## config.mk

```make
export PLATFORM = sky130hd
export DESIGN_NAME = score_display_driver
export DESIGN_NICKNAME = d
export VERILOG_FILES = /design/src/rtl/score_display_driver.sv
export SDC_FILE = /design/constraint.sdc
export NUM_CORES = 1
export LEC_CHECK = 0
export ABC_AREA = 1
export ABC_CLOCK_PERIOD_IN_PS = 2800
export CAP_MARGIN = 20
export CORE_MARGIN = 1
export CORE_UTILIZATION = 60
export CTS_CLUSTER_SIZE = 30
export DETAILED_ROUTE_END_ITERATION = 8
export PLACE_DENSITY_LB_ADDON = 0.05
export SLEW_MARGIN = 20
export SYNTH_ARGS = -nofsm -noshare
export SYNTH_HDL_FRONTEND = slang
export SYNTH_SLANG_ARGS = --single-unit
```

## constraint.sdc

```tcl
create_clock -name clk_fpga -period 2.8 [get_ports clk_fpga]
set_input_delay 0.28 -clock clk_fpga [delete_from_list [all_inputs] [get_ports clk_fpga]]
set_output_delay 0.28 -clock clk_fpga [all_outputs]
set_load 0.05 [all_outputs]
```

## src/rtl/score_display_driver.sv

```systemverilog
// Scoreboard consumer: serial double-dabble BCD of runs plus a muxed 4-digit 7-seg driver.
// Optional LEADING_ZERO_BLANK_EN blanks leading zeros of the run digits.
module score_display_driver #(
    parameter int REFRESH_DIV = 100000,
    parameter int CNT_W       = 17
) (
    input  logic       clk_fpga,
    input  logic       reset,
    input  logic [7:0] binaryRuns,
    input  logic [3:0] binaryWickets,
    input  logic       inningOver,
    input  logic       gameOver,
    input  logic       winner,
    output logic [6:0] seg,
    output logic       dp,
    output logic [3:0] an,
    output logic       bcd_valid
);

    typedef enum logic [1:0] {
        IDLE    = 2'd0,
        CONVERT = 2'd1,
        LOAD    = 2'd2
    } state_t;

    localparam logic [6:0] SEG_BLANK = 7'h7F;

    state_t            state_q, state_d;
    logic              force_q, force_d;
    logic [7:0]        snap_q, snap_d;
    logic [19:0]       shift_q, shift_d;
    logic [2:0]        bitcnt_q, bitcnt_d;
    logic [3:0]        hund_q, hund_d;
    logic [3:0]        tens_q, tens_d;
    logic [3:0]        units_q, units_d;
    logic              valid_q, valid_d;
    logic [3:0]        wk_q;
    logic [CNT_W-1:0]  cnt_q, cnt_d;
    logic [1:0]        idx_q, idx_d;
    logic [6:0]        seg_q, seg_d;
    logic              dp_q, dp_d;
    logic [3:0]        an_q, an_d;
    logic [19:0]       dab;
    logic              blank_h, blank_t;

    function automatic logic [6:0] seg7(input logic [3:0] v);
        logic [6:0] s;
        case (v)
            4'd0:    s = 7'b1000000;
            4'd1:    s = 7'b1111001;
            4'd2:    s = 7'b0100100;
            4'd3:    s = 7'b0110000;
            4'd4:    s = 7'b0011001;
            4'd5:    s = 7'b0010010;
            4'd6:    s = 7'b0000010;
            4'd7:    s = 7'b1111000;
            4'd8:    s = 7'b0000000;
            4'd9:    s = 7'b0010000;
            4'd10:   s = 7'b0001000;
            default: s = SEG_BLANK;
        endcase
        return s;
    endfunction

    // Bits [19:8] hold hundreds/tens/units nibbles, [7:0] the binary being shifted out.
    always_comb begin
        state_d  = state_q;
        force_d  = force_q;
        snap_d   = snap_q;
        shift_d  = shift_q;
        bitcnt_d = bitcnt_q;
        hund_d   = hund_q;
        tens_d   = tens_q;
        units_d  = units_q;
        valid_d  = valid_q;
        dab      = shift_q;
        unique case (state_q)
            IDLE: begin
                if (force_q || (binaryRuns != snap_q)) begin
                    snap_d   = binaryRuns;
                    shift_d  = {12'd0, binaryRuns};
                    force_d  = 1'b0;
                    bitcnt_d = 3'd0;
                    state_d  = CONVERT;
                end
            end
            CONVERT: begin
                for (int i = 0; i < 3; i++) begin
                    if (dab[8+4*i +: 4] >= 4'd5)
                        dab[8+4*i +: 4] = dab[8+4*i +: 4] + 4'd3;
                end
                shift_d  = {dab[18:0], 1'b0};
                bitcnt_d = bitcnt_q + 3'd1;
                if (bitcnt_q == 3'd7)
                    state_d = LOAD;
            end
            LOAD: begin
                hund_d  = shift_q[19:16];
                tens_d  = shift_q[15:12];
                units_d = shift_q[11:8];
                valid_d = 1'b1;
                state_d = IDLE;
            end
            default: state_d = IDLE;
        endcase
    end

    always_comb begin
        cnt_d = cnt_q + CNT_W'(1);
        idx_d = idx_q;
        if (cnt_q == CNT_W'(REFRESH_DIV - 1)) begin
            cnt_d = '0;
            idx_d = idx_q + 2'd1;
        end
    end

`ifdef LEADING_ZERO_BLANK_EN
    assign blank_h = (hund_q == 4'd0);
    assign blank_t = blank_h && (tens_q == 4'd0);
`else
    assign blank_h = 1'b0;
    assign blank_t = 1'b0;
`endif

    always_comb begin
        seg_d = SEG_BLANK;
        dp_d  = 1'b1;
        an_d  = 4'hF;
        unique case (idx_q)
            2'd0: begin
                an_d = 4'b1110;
                if (valid_q)
                    seg_d = seg7(units_q);
            end
            2'd1: begin
                an_d = 4'b1101;
                if (valid_q && !blank_t)
                    seg_d = seg7(tens_q);
            end
            2'd2: begin
                an_d = 4'b1011;
                if (valid_q && !blank_h)
                    seg_d = seg7(hund_q);
            end
            2'd3: begin
                an_d = 4'b0111;
                if (gameOver)
                    seg_d = winner ? seg7(4'd2) : seg7(4'd1);
                else if (wk_q >= 4'd10)
                    seg_d = seg7(4'd10);
                else
                    seg_d = seg7(wk_q);
                dp_d = !(inningOver && !gameOver);
            end
            default: an_d = 4'hF;
        endcase
    end

    always_ff @(posedge clk_fpga or posedge reset) begin
        if (reset) begin
            state_q  <= IDLE;
            force_q  <= 1'b1;
            snap_q   <= 8'd0;
            shift_q  <= 20'd0;
            bitcnt_q <= 3'd0;
            hund_q   <= 4'd0;
            tens_q   <= 4'd0;
            units_q  <= 4'd0;
            valid_q  <= 1'b0;
            wk_q     <= 4'd0;
            cnt_q    <= '0;
            idx_q    <= 2'd0;
            seg_q    <= SEG_BLANK;
            dp_q     <= 1'b1;
            an_q     <= 4'hF;
        end else begin
            state_q  <= state_d;
            force_q  <= force_d;
            snap_q   <= snap_d;
            shift_q  <= shift_d;
            bitcnt_q <= bitcnt_d;
            hund_q   <= hund_d;
            tens_q   <= tens_d;
            units_q  <= units_d;
            valid_q  <= valid_d;
            wk_q     <= binaryWickets;
            cnt_q    <= cnt_d;
            idx_q    <= idx_d;
            seg_q    <= seg_d;
            dp_q     <= dp_d;
            an_q     <= an_d;
        end
    end

    assign seg       = seg_q;
    assign dp        = dp_q;
    assign an        = an_q;
    assign bcd_valid = valid_q;

endmodule

```

# Word-level counts from Yosys, hierarchy flattened
# Memory sizes are Yosys's and may differ from the RTL's.
# Index checks and enable logic that the tools add are counted.
[word_totals]
regBits = 82
rom_bits = 448
in_bits = 17
memories = 4
[op_classes]
addsub = 6
magnitude_cmp = 4
eq_ne = 10
n_mux = 20
reduce_logical = 10
[mem_list]
columns = ["name", "depth", "width", "rd", "rd_ports_with_merged_regs", "wr", "line_no", "source"]
rows = [
  ["(name not given)", 16, 7, 1, 0, 0, "48", "case (v)"],
  ["(name not given)", 16, 7, 1, 0, 0, "48", ""],
  ["(name not given)", 16, 7, 1, 0, 0, "48", ""],
  ["(name not given)", 16, 7, 1, 0, 0, "48", ""],
]
[op_table]
columns = ["cell", "count"]
rows = [
  ["$mux W7", 6],
  ["$pmux W20 S2", 1],
  ["$pmux W7 S4", 1],
  ["$mux W20", 1],
  ["$add A17 B1 Y17 const B", 1],
  ["$eq A17 B17 Y1 const B", 1],
  ["$mux W17", 1],
  ["$pmux W4 S4", 1],
  ["$ge A4 B3 Y1 const B", 3],
  ["$add A4 B2 Y4 const B", 2],
  ["$mux W4", 2],
  ["$ne A8 B8 Y1", 1],
  ["$eq A2 B2 Y1 const B", 3],
  ["$mux W3", 2],
  ["$pmux W3 S2", 1],
  ["$reduce_and A2 Y1", 3],
  ["$eq A2 B1 Y1 const B", 2],
  ["$ge A4 B4 Y1 const B", 1],
  ["$logic_not A2 Y1", 2],
  ["$mux W2", 2],
  ["$ne A2 B2 Y1 const B", 2],
  ["$pmux W2 S2", 1],
  ["$add A3 B1 Y3 const B", 1],
  ["$add A3 B2 Y3 const B", 1],
  ["other kinds (7)", 8],
]

# Logic depth before layout (Yosys ltp)
# Gate-level depths: netlist of the first run.
[logic_depth]
ltp_word = 4
depth_mapped = 12
ltp_nobuf = 11

# Worst setup path after synthesis of the first run
# No wires, ideal clock.
[synth_path]
kind = "flip-flop to flip-flop"
start = "register valid_q (netlist: bcd_valid)"
end = "register seg_q[5] (netlist: seg[5])"
setup_ps = 82
arrival_ps = 1306
path_slack_ps = 1411
stages_incl_launch_ff = 8
n_path_buf = 0
period_less_slack_ps = 1389
cell_sequence = "dfrtp_1 o21ai_1 inv_1 o21ai_0 nand2_1 nand3_1 nor2_1 nor2_1"
[synth_between]
elab_chain_len = 2
elab_cells_between_ends = 4
[synth_rtl]
columns = ["element", "line_no", "source"]
rows = [
  ["start, declared", "36", "logic valid_q, valid_d;"],
  ["start signal, assigned", "185", "valid_q <= valid_d;"],
  ["$mux W7, on equally long branches", "142, 132, 137", ""],
  ["$pmux W7 S4 *", "129", "unique case (idx_q)"],
  ["via seg_d[5]", "40", "logic [6:0] seg_q, seg_d;"],
  ["end signal, assigned", "189", "seg_q <= seg_d;"],
  ["end, declared", "40", ""],
]
# The timed path passes the listed nets; every way through them passes the cells marked *.
# A chain may end at the register's enable or synchronous reset.

# Worst setup path in the final report of the first run
[layout_path]
start = "register valid_q (netlist: bcd_valid)"
end = "output bcd_valid"
[layout_rtl]
columns = ["element", "line_no", "source"]
rows = [
  ["end, declared", "17", "output logic bcd_valid"],
]
# No word-level cell between the ends.

==> impl_metrics.env, run 1 <==
export IMPL_status="finished clean"
export IMPL_r2r_worst_path_cells=9
export IMPL_grt_setup_unrepaired="false"
export IMPL_hold_viol=0
export IMPL_clk_latency_ns=0.35
export IMPL_r2r_start="snap_q[6]"
export IMPL_period_share=0.719
export IMPL_synthDistinctLibCells=39
export IMPL_wire_per_inst_microns=12.5
export IMPL_fin_nets=687
export IMPL_dp_cells=723
export IMPL_drive_above_1_share=0.100
export IMPL_worstPathRequired_ns=2.52
export IMPL_drv_slew=0
export IMPL_ir_worst_vdd_mv=0.649
export IMPL_p_leak_nw=2.70
export IMPL_yosysTopAreaCell="dfrtp_1"
export IMPL_coreArea_sq_mm=0.00773
export IMPL_synth_most_common_cell="nand2_1"
export IMPL_die_x_microns=91.4
export IMPL_skew_ns=0.00848
export IMPL_tightest_slew_ns=0.696
export IMPL_numCtsBuffers=9
export IMPL_synthArstFlopShare=1.00
export IMPL_cp_depth=1
export IMPL_cp_slowest_stage_delay_ns=0.86
export IMPL_postCtsResizedCells=0
export IMPL_end_kind="primary output"
export IMPL_grt_pass1_wl_microns=16200
export IMPL_syn_avg_cell_area_sq_um=8.00
export IMPL_grt_max_degree=44
export IMPL_root_buffer="clkbuf_8"
export IMPL_path_max_fanout=9
export IMPL_fmax_mhz=497
export IMPL_vias_per_cell=5.15
export IMPL_cts_sinks=82
export IMPL_diodes=0
export IMPL_yosysWarnings=0
export IMPL_cts_clk_slew_worst_paths_ns=0.09
export IMPL_via_count=3803
export IMPL_track_usage=0.243
export IMPL_hp_class="in2async"
export IMPL_grt_pass1_vias=3634
export IMPL_powerDensity_mw_per_mm2=895
export IMPL_fin_cells=739
export IMPL_synth_top_family_by_area="simple AND/OR/NAND/NOR gates"
export IMPL_drtIter0Drc=177
export IMPL_synthAdderAreaFrac=0.0991
export IMPL_final_util=0.701
export IMPL_synthTopCellsByCount="nand2_1 (137), inv_1 (82), dfrtp_1 (69), o21ai_0 (56), nor2_1 (50)"
export IMPL_dpl_hpwl_microns=6670
export IMPL_synth_flop_cell="dfrtp_1"
export IMPL_area_growth_pct=12.9
export IMPL_r2r_end="state_q[0]"
export IMPL_die_height_microns=91.4
export IMPL_seq_area_frac_synth=0.431
export IMPL_antenna_found_initial=0
export IMPL_arrival_ns=1.73
export IMPL_crit_path_start="bcd_valid"
export IMPL_drc_errors=0
export IMPL_synth_edf_count=0
export IMPL_postCtsHoldBufs=0
export IMPL_slew_headroom=0.535
export IMPL_fin_setup_tns_ns=0
export IMPL_htree_levels=3
export IMPL_slowest_stage="clkdlybuf4s50_1"
export IMPL_gp_congestion=0.895
export IMPL_overflow=0
export IMPL_critPathTopFamily="buffers and inverters"
export IMPL_synth_simple_area_share=0.252
export IMPL_dieArea_sq_mm=0.00836
export IMPL_initial_core_util=0.621
export IMPL_rows=32
export IMPL_ant_nets=0
export IMPL_critPathLaunchType="flip-flop"
export IMPL_routed_wl_microns=9200
export IMPL_critical_path_buf_inv_count=1
export IMPL_crit_chain="clkdlybuf4s50_1"
export IMPL_regToRegSetupSlack_ns=1.15
export IMPL_num_io_pins=30
export IMPL_post_cts_buffers=0
export IMPL_crit_end="bcd_valid"
export IMPL_synth_area_sq_mm=0.00480
export IMPL_setup_ws_ns=0.788
export IMPL_yosys_mux_area_fraction=0
export IMPL_clockBufferDepth=2
export IMPL_synth_area_top_cells="dfrtp_1 (36%), nand2_1 (11%), ha_1 (9.9%)"
export IMPL_synth_compound_area_frac=0.112
export IMPL_first_pass_iters=4
export IMPL_cts_tree="done"
export IMPL_portBuffers=29
export IMPL_drv_cap=0
export IMPL_synth_top_area_share=0.360
export IMPL_fillers=653
export IMPL_place_worst_setup_slack_ns=0.756
export IMPL_synth_ff_latch_count=82
export IMPL_synthCells=600
export IMPL_setup_viol_count_final=0
export IMPL_fin_crit_ns=2.01
export IMPL_critPathKind="reg2out"
export IMPL_synth_xor_area_share=0.0219
export IMPL_postSynthNetCount=655
cell families (layout without fill, tap and decap cells):
| kind of cell | Yosys count | in the layout |
|---|---|---|
| adder cells (fa/ha/maj) | 38 | 38 |
| flip-flops | 82 | 82 |
| buffers and inverters | 100 | 137 |
| XOR/XNOR | 12 | 12 |
| AND/OR/NAND/NOR | 269 | 269 |
| AO/OA/AOI/OAI | 99 | 99 |
worst register-to-register path: stages, from the launching register on:
cell and delay [ns]:
dfrtp_1 0.41, inv_1 0.06, nand2_1 0.05, nand2_1 0.06
nand2_1 0.05, nor2_1 0.11, nand3_2 0.11, nand2_2 0.30
buf_4 0.27, o21ai_0 0.11
cells in the final DEF, fill, tap and decap left out, types with 2 or more instances in the layout:
cell | netlist | final
a211oi_1 | 3 | 3
dfrtp_1 | 69 | 69
inv_2 | 4 | 4
o21a_1 | 2 | 2
nor2_1 | 50 | 50
nand2_2 | 6 | 6
o21ai_1 | 3 | 3
inv_1 | 82 | 81
bufinv_16 | 0 | 2
nor2_2 | 6 | 6
nor2_4 | 3 | 3
a21oi_1 | 24 | 24
o211ai_1 | 5 | 5
nand3_1 | 46 | 46
clkdlybuf4s50_1 | 0 | 29
buf_4 | 3 | 4
or2_2 | 2 | 2
a21boi_0 | 2 | 2
nand3_2 | 4 | 4
dfstp_2 | 13 | 13
nor4_1 | 2 | 2
nand2_1 | 137 | 137
clkbuf_8 | 0 | 9
nand4_1 | 5 | 5
xor2_1 | 10 | 10
clkinv_2 | 0 | 2
o21ai_0 | 56 | 56
nor3_1 | 4 | 4
ha_1 | 38 | 38
xnor2_1 | 2 | 2
state kept, by name (all words and copies together) (netlist names), 3 cells and up:
name and cells:
shift_q 20, cnt_q 17, snap_q 8, seg 7
an 4, hund_q 4, tens_q 4, units_q 4
wk_q 4, bitcnt_q 3
per-layer routing:
layer / share of wire / GRT usage / vias up / wire length, microns
met2: 0.48 / 0.408 / 70 / 4390
met5: 0 / 0 / - / 0
li1: - / - / 1979 / -
met3: 0.040 / 0.0486 / 16 / 366
met1: 0.47 / 0.316 / 1738 / 4310
met4: 0.014 / 0.0754 / 0 / 133
metrics by stage:
step	instance area, sq um	total power, mW	hold WS (ns)
2_1_floorplan	4800	3.41	0.311
3_3_place_gp	5190	3.81	0.446
3_5_place_dp	5190	3.89	0.461
4_1_cts	5420	4.88	0.180
5_1_grt	5420	5.27	0.202
6_report	5420	4.85	0.184
power breakdown:
group | internal, mW | total, mW | switching [mW]
logic | 0.735 | 2.01 | 1.28
registers | 1.58 | 1.86 | 0.288
clock network | 0.511 | 0.972 | 0.460
total | 2.82 | 4.85 | 2.03
worst min path at each step:
stage	startpoint	endpoint	slack (ns)	cells past startpoint
2_1_floorplan	binaryWickets[0]	wk_q[0]	0.31	0
3_3_place_gp	cnt_q[0]	cnt_q[0]	0.45	1
3_5_place_dp	cnt_q[0]	cnt_q[0]	0.46	1
4_1_cts	reset	cnt_q[14]	0.18	2
5_1_grt	reset	snap_q[1]	0.20	2
6_report	reset	cnt_q[14]	0.18	2
area by class of cell:
class | instances | area [sq um] | area share
clock buffers | 9 | 124 | 0.0229
flip-flops and latches | 82 | 2070 | 0.382
repair buffers | 34 | 340 | 0.0628
well taps | 102 | 128 | 0.0236
inverters | 87 | 328 | 0.0605
clock inverters | 7 | 101 | 0.0187
multi-input cells | 418 | 2330 | 0.430
(Power assumes the default switching activity.)
==> inputs of run 2 (changes only) <==
Settings changed: ABC_CLOCK_PERIOD_IN_PS 2800 to 2100.
Clock period 2.8 ns to 2.1 ns, I/O delays scaled along.
==> run 2 against run 1 <==
Via count down 0.16%. Sequential share of layout area about the same. First-iteration DRC count down 19%. Critical endpoint unchanged.
==> impl_metrics.env, run 2 (same netlist as run 1, synthesis figures left out) <==
export IMPL_critical_path_buf_inv_count=1
export IMPL_final_util=0.700
export IMPL_holdWs_ns=0.155
export IMPL_power_clock_fraction=0.196
export IMPL_drtIter0Drc=143
export IMPL_seqPwrFrac=0.386
export IMPL_root_buffer="clkbuf_8"
export IMPL_cts_sinks=82
export IMPL_reg_top3="shift_q (20), cnt_q (17), snap_q (8)"
export IMPL_overflow=0
export IMPL_arrival_ns=1.72
export IMPL_via_count=3797
export IMPL_fin_crit_ns=1.93
export IMPL_postCtsResizedCells=0
export IMPL_largest_reg_flops=20
export IMPL_wl_met2_microns=4400
export IMPL_cts_tree="done"
export IMPL_drv_cap=0
export IMPL_internal_power_mw=3.80
export IMPL_clockBufferDepth=2
export IMPL_largest_register="shift_q"
export IMPL_numCtsBuffers=9
export IMPL_p_comb_frac=0.418
export IMPL_worstPathRequired_ns=1.89
export IMPL_fin_nets=685
export IMPL_crit_chain="clkdlybuf4s50_1"
export IMPL_critPathKind="reg2out"
export IMPL_grt_setup_unrepaired="false"
export IMPL_portBuffers=29
export IMPL_gp_congestion=0.877
export IMPL_diodes=0
export IMPL_drive_above_1_share=0.0945
export IMPL_initial_core_util=0.621
export IMPL_powerDensity_mw_per_mm2=1190
export IMPL_end_kind="primary output"
export IMPL_grt_pass1_vias=3707
export IMPL_fillers=628
export IMPL_p_leak_nw=2.69
export IMPL_drc_errors=0
export IMPL_tightest_slew_ns=0.665
export IMPL_wl_met1_microns=4290
export IMPL_dieArea_sq_mm=0.00836
export IMPL_postCtsHoldBufs=0
export IMPL_path_max_fanout=9
export IMPL_hold_viol=0
export IMPL_rows=32
export IMPL_first_pass_iters=5
export IMPL_setup_viol_count_final=0
export IMPL_cp_slowest_stage_delay_ns=0.86
export IMPL_p_sw_mw=2.63
export IMPL_critPathTopFamily="buffers and inverters"
export IMPL_die_x_microns=91.4
export IMPL_p_sw_frac=0.409
export IMPL_fmax_mhz=519
export IMPL_post_cts_buffers=0
export IMPL_status="finished clean"
export IMPL_met3_length_microns=259
export IMPL_routed_wl_microns=9100
export IMPL_hp_class="in2async"
export IMPL_slowest_stage="clkdlybuf4s50_1"
export IMPL_cts_clk_slew_worst_paths_ns=0.08
export IMPL_ir_worst_vdd_mv=0.771
export IMPL_fin_setup_tns_ns=0
export IMPL_track_usage=0.242
export IMPL_p_total_mw=6.43
export IMPL_htree_levels=3
export IMPL_skew_ns=0.00963
export IMPL_ant_nets=0
export IMPL_vias_per_cell=5.15
export IMPL_routed_top_layer="met4"
export IMPL_layout_commonest_cell="nand2_1"
export IMPL_grt_pass1_wl_microns=16100
export IMPL_die_height_microns=91.4
export IMPL_critPathLaunchType="flip-flop"
export IMPL_r2r_start="cnt_q[0]"
export IMPL_slew_headroom=0.556
export IMPL_grt_max_degree=71
export IMPL_drv_slew=0
export IMPL_period_share=0.917
export IMPL_area_growth_pct=12.8
export IMPL_dpl_hpwl_microns=6510
export IMPL_wire_per_inst_microns=12.3
export IMPL_crit_path_start="bcd_valid"
export IMPL_clk_latency_ns=0.35
export IMPL_num_io_pins=30
export IMPL_final_cell_mix="nand2_1 (137), inv_1 (81), dfrtp_1 (69), o21ai_0 (56), nor2_1 (50)"
export IMPL_antenna_found_initial=0
export IMPL_coreArea_sq_mm=0.00773
## run 2: stage by stage
stage | instances | worst slack, ns | area, sq um
6_report | 737 | 0.173 | 5410
5_1_grt | 737 | 0.113 | 5410
4_1_cts | 737 | 0.153 | 5410
3_5_place_dp | 721 | 0.210 | 5190
3_3_place_gp | 721 | 0.271 | 5190
2_1_floorplan | 600 | 0.711 | 4800
## run 2: path summary, 6_finish.rpt
kind / to / slack [ns] / cells after the start
hold / removal: cnt_q[5] / 0.15 / 2
hold reg to reg: force_q / 0.49 / 1
min in group clk_fpga: wk_q[1] / 0.30 / 1
setup reg to reg: cnt_q[15] / 0.42 / 6
setup / recovery: bcd_valid / 0.17 / 1
max in group asynchronous: seg[4] / 1.27 / 3
## run 2: area by class of cell
cell class	instances	area, sq um	area share
Tap cell	102	128	0.0236
Clock buffer	12	145	0.0268
Sequential cell	82	2070	0.382
Inverter	87	330	0.0610
Timing Repair Buffer	32	338	0.0624
Clock inverter	4	76.3	0.0141
Multi-Input combinational cell	418	2330	0.430
## run 2: power groups by stage
stage | Combinational (mW) | Sequential (mW) | Clock [mW]
global placement | 2.59 | 2.48 | 0
CTS | 2.69 | 2.47 | 1.30
global route | 3.09 | 2.55 | 1.36
detailed placement | 2.68 | 2.50 | 0
finish | 2.69 | 2.48 | 1.26
floorplan | 1.90 | 2.65 | 0
## run 2: metal layers
| layer | up-vias | global-route usage |
|---|---|---|
| li1 | 1980 | - |
| met1 | 1749 | 0.305 |
| met2 | 55 | 0.409 |
| met3 | 13 | 0.0477 |
| met4 | 0 | 0.0899 |
| met5 | - | 0 |
